<file path="src/rtl/pc_gen.sv">
// Program counter generator: boot, sequential fetch and branch/exception redirect.
// Optional PC_MISALIGN_CHECK_EN flags misaligned fetch addresses instead of masking them.
module pc_gen #(
  parameter int                    ADDR_WIDTH   = 32,
  parameter logic [ADDR_WIDTH-1:0] RESET_VECTOR = '0,
  parameter int                    FETCH_WIDTH  = 1
) (
  input  logic                  clk,
  input  logic                  rst,
  input  logic                  stall,
  input  logic                  exc_en,
  input  logic [ADDR_WIDTH-1:0] exc_addr,
  input  logic                  branch_en,
  input  logic [ADDR_WIDTH-1:0] branch_addr,
  input  logic                  fetch_ready,
  output logic                  fetch_valid,
  output logic [ADDR_WIDTH-1:0] addr,
  output logic                  pc_misalign
);

  typedef enum logic [1:0] {
    BOOT,
    FETCH,
    PEND
  } state_t;

  localparam logic [ADDR_WIDTH-1:0] STRIDE =
    ADDR_WIDTH'(4 * FETCH_WIDTH);

  state_t                  state;
  logic [ADDR_WIDTH-1:0]   pend_addr;
  logic                    pend;
  logic                    accept;
  logic                    mis;
  logic                    load;
  logic [ADDR_WIDTH-1:0]   tgt_raw;
  logic [ADDR_WIDTH-1:0]   tgt;
  logic [ADDR_WIDTH-1:0]   seq_addr;

  assign accept   = fetch_valid & fetch_ready & ~stall;
  assign seq_addr = (addr & ~(STRIDE - 1'b1)) + STRIDE;

`ifdef PC_MISALIGN_CHECK_EN
  assign mis = pc_misalign;
  assign tgt = tgt_raw;
`else
  assign mis         = 1'b0;
  assign pc_misalign = 1'b0;
  assign tgt         = tgt_raw & ~ADDR_WIDTH'(3);
`endif

  // Redirect select: exception > pending branch > new branch
  always_comb begin
    load    = 1'b0;
    tgt_raw = exc_addr;
    if (state != BOOT) begin
      if (exc_en) begin
        load = 1'b1;
      end else if (!mis) begin
        if (pend && accept) begin
          load    = 1'b1;
          tgt_raw = pend_addr;
        end else if (state == FETCH && branch_en && accept) begin
          load    = 1'b1;
          tgt_raw = branch_addr;
        end
      end
    end
  end

  always_ff @(posedge clk or negedge rst) begin
    if (!rst) begin
      state       <= BOOT;
      addr        <= RESET_VECTOR;
      fetch_valid <= 1'b0;
      pend_addr   <= '0;
      pend        <= 1'b0;
`ifdef PC_MISALIGN_CHECK_EN
      pc_misalign <= 1'b0;
`endif
    end else begin
      unique case (state)
        BOOT: begin
          state <= FETCH;
`ifdef PC_MISALIGN_CHECK_EN
          pc_misalign <= |addr[1:0];
          fetch_valid <= ~|addr[1:0];
`else
          fetch_valid <= 1'b1;
`endif
        end
        FETCH, PEND: begin
          if (load) begin
            addr      <= tgt;
            pend      <= 1'b0;
            pend_addr <= '0;
            state     <= FETCH;
`ifdef PC_MISALIGN_CHECK_EN
            pc_misalign <= |tgt[1:0];
            fetch_valid <= ~|tgt[1:0];
`else
            fetch_valid <= 1'b1;
`endif
          end else if (!mis && branch_en) begin
            pend_addr <= branch_addr;
            pend      <= 1'b1;
            state     <= PEND;
          end else if (!mis && accept) begin
            addr <= seq_addr;
          end
        end
        default: state <= BOOT;
      endcase
    end
  end

endmodule

</file>
<file path="config.mk">
export PLATFORM = sky130hd
export DESIGN_NAME = pc_gen
export DESIGN_NICKNAME = d
export VERILOG_FILES = /design/src/rtl/pc_gen.sv
export SDC_FILE = /design/constraint.sdc
export NUM_CORES = 1
export LEC_CHECK = 0
export ABC_AREA = 1
export CORE_MARGIN = 4
export CORE_UTILIZATION = 30
export DETAILED_ROUTE_END_ITERATION = 8
export PLACE_DENSITY_LB_ADDON = 0.2
export SLEW_MARGIN = 25
export SYNTH_ARGS = -nofsm -noshare
export SYNTH_HDL_FRONTEND = slang
export SYNTH_SLANG_ARGS = --single-unit
</file>
<file path="constraint.sdc">
create_clock -name clk -period 3.5 [get_ports clk]
set_input_delay 0.7 -clock clk [delete_from_list [all_inputs] [get_ports clk]]
set_output_delay 0.7 -clock clk [all_outputs]
set_load 0.05 [all_outputs]
</file>
==> metrics.cfg <==
[run_status]
status = completed

[setup_path]
crit_start = fetch_ready
path_cells = clkdlybuf4s50_1 > nand2_1 > nor2_4 > nand2_2 > nand3_4 > nand3_4 > nand2_2 > inv_2 > o21ai_0 > nand2_1
slowest_stage = clkdlybuf4s50_1
critical_path_class = in2reg
worst_r2r_startpoint = pend
arrival_ns = 2.84
worstReg2RegEnd = addr[13]
slowest_delay_ns = 0.52
ff2ff_path_depth = 7
end_kind = flip-flop
worst-path-stages = 10
worstSetupEndpoint = addr[13]
crit_fanout = 21
rrSetupSlack_ns = 1.21
critical-path-top-delay-family = simple AND/OR/NAND/NOR gates
crit_buf_inv = 2
required_ns = 3.72
startpoint_type = primary input

[synth]
synth_top_family_by_area = simple AND/OR/NAND/NOR gates
yosys-top-cells-area = dfrtp_1 (35%), nand2_1 (19%), nor2_1 (11%)
syn_area_um2 = 4630
synth_top_cell_area_share_pct = 34.6
ys_seq_elements = 64
synth_top_area_cell = dfrtp_1
yosys.area_share.simple_pct = 43.9
synth-xor-area-share_pct = 1.33
syn-instance-count = 742
synthMuxAreaShare_pct = 0
ys_types = 30
yosysSeqAreaShare_pct = 34.6
synthAdderAreaFrac_pct = 1.08
syn_area_per_cell_um2 = 6.24
synth_compound_area_share_pct = 9.92
yosys_warnings = 0

[sta]
fin_crit_ns = 2.62
setup_violations = 0
clock_skew_ns = 0.00479
fmax_ghz = 0.382
slew_viol_final = 0
hold_viol = 0
post-route-period-util_pct = 74.7
slew_headroom_pct = 51.6
rsz0062_at_grt = no
setup_tns_ns = 0
tightestPinTransition_ns = 0.725

[floorplan]
die-area_um2 = 17500
dieWidth_um = 132
rows = 45
start_util_pct = 30.5
io_pins = 104
fp.coreArea_um2 = 15100
fp.dieH_um = 132

[pwr]
p_leak_uw = 0.00280
internal_power_uw = 2610
power_density_nw_per_um2 = 853
p_total_uw = 5180
p_seq_share_pct = 27.1
p_clk_share_pct = 18.9
power_frac_comb_pct = 54.0
p_sw_uw = 2570
switching_share_pct = 49.6
worst_ir_drop_vdd_uv = 313

[clock_tree]
clk_pin_slew_worst_paths_ns = 0.06
cts-root-buf = clkbuf_16
clk_path_buf_depth = 2
post_cts_buffers = 0
numClockSinks = 64
cts_buffers = 9
cts_tree = yes
clock_latency_ns = 0.33
cts.htree.levels = 3
hold_buffers = 0
cts_resized = 0

[detailed_routing]
drt-total-wl_um = 15200
vias_per_cell = 4.72
vias = 4820
ant_nets = 0
drt_iter0_drc = 296
routedWlPerCell_um = 14.9
drc = 0
first_pass_iters = 4

[grt]
grt_antenna_before_repair = 0
grt_pass1_vias = 4583
grt_start_max_net_pins = 36
track_usage_pct = 17.3
grt_pass1_wl_um = 24200
overflow = 0

[finish]
mostFrequentLayoutCell = nand2_1
mostFrequentLayoutCells = nand2_1 (235), nor2_1 (134), clkdlybuf4s50_1 (95), nand3_1 (71), dfrtp_1 (64)
antenna_cells_inserted = 0
num-nets-final = 902
regArea_um2 = 1600
multi_input_area_um2 = 2610
drive_above_1_share_pct = 5.88
stdcell_count = 1021
fillers = 1640
area_growth_pct = 31.3
final_design_area_no_fill_um2 = 6070

[place]
gp_congestion = 0.902
placed_cell_area_um2 = 5760
portBuffers = 96
dp.cells = 1005
hpwl_um = 11400

[min_path]
hp-class = in2async

[run]
drv_cap = 0

[kinds of logic (layout without fill, tap and decap cells)]
| logic type | after synthesis | in the layout |
|---|---|---|
| compound gates | 87 | 87 |
| xor+xnor | 7 | 7 |
| fa+ha+maj | 4 | 4 |
| flops | 64 | 64 |
| simple gates | 480 | 480 |
| other cells | 1 | 3 |
| buf+inv | 99 | 188 |
[power by group through the flow]
stage	Sequential, uW	Combinational (uW)	Clock [uW]
6_report	1410	2790	979
5_1_grt	1460	3100	1030
4_1_cts	1410	2810	992
3_5_place_dp	1420	2810	0
3_3_place_gp	1420	2790	0
2_1_floorplan	1840	1490	0
[worst min-delay path by stage]
stage,slack (ns),end,cells after the start,from
after global placement,0.48,pend_addr[22],2,pend_addr[22]
final,0.26,addr[21],1,rst
after CTS,0.27,addr[28],1,rst
after detailed placement,0.48,pend_addr[22],2,pend_addr[22]
after global routing,0.28,addr[21],1,rst
after floorplan,0.40,addr[10],0,rst
[registers in the layout, indices dropped and copies added, names as in the netlist]
| register | flops |
|---|---|
| pend | 1 |
| fetch_valid | 1 |
| pend_addr | 30 |
| state | 2 |
| addr | 30 |
[per-layer routing]
layer  global-route usage, %  vias to the layer above  part of all wire [%]
met1                    24.1                     2180                    48
met3                    2.94                       15                   3.6
li1                        -                     2534                     -
met4                    5.54                        0                   1.4
met2                    27.4                       91                    47
met5                       0                        -                     0
[stage by stage]
step,worst slack [ns],utilization (%),hold WS [ns]
floorplan,1.44,-,0.404
global placement,0.492,38.0,0.480
detailed placement,0.511,38.0,0.482
CTS,0.863,40.1,0.267
global route,0.658,40.1,0.282
finish,0.884,40.1,0.259
[layout make-up]
cell class / instances / area share [%]
Clock buffer: 13 / 4.12
Clock inverter: 3 / 1.07
Inverter: 61 / 3.77
Multi-Input combinational cell: 581 / 43.0
Sequential cell: 64 / 26.4
Tap cell: 188 / 3.87
Timing Repair Buffer: 111 / 17.8
[cells in the mapped netlist (all sizes together)]
cell    count
a21oi      18
nand2     238
o21ai      51
dfrtp      64
nand4      12
o22ai      11
a31oi       6
nand3b      8
clkbuf     20
inv        61
conb        1
nor3        3
or2        10
xnor2       2
ha          4
nor2      136
xor2        5
nand3      73
o21bai      1
buf        18
Power figures use the tool's default switching activity.
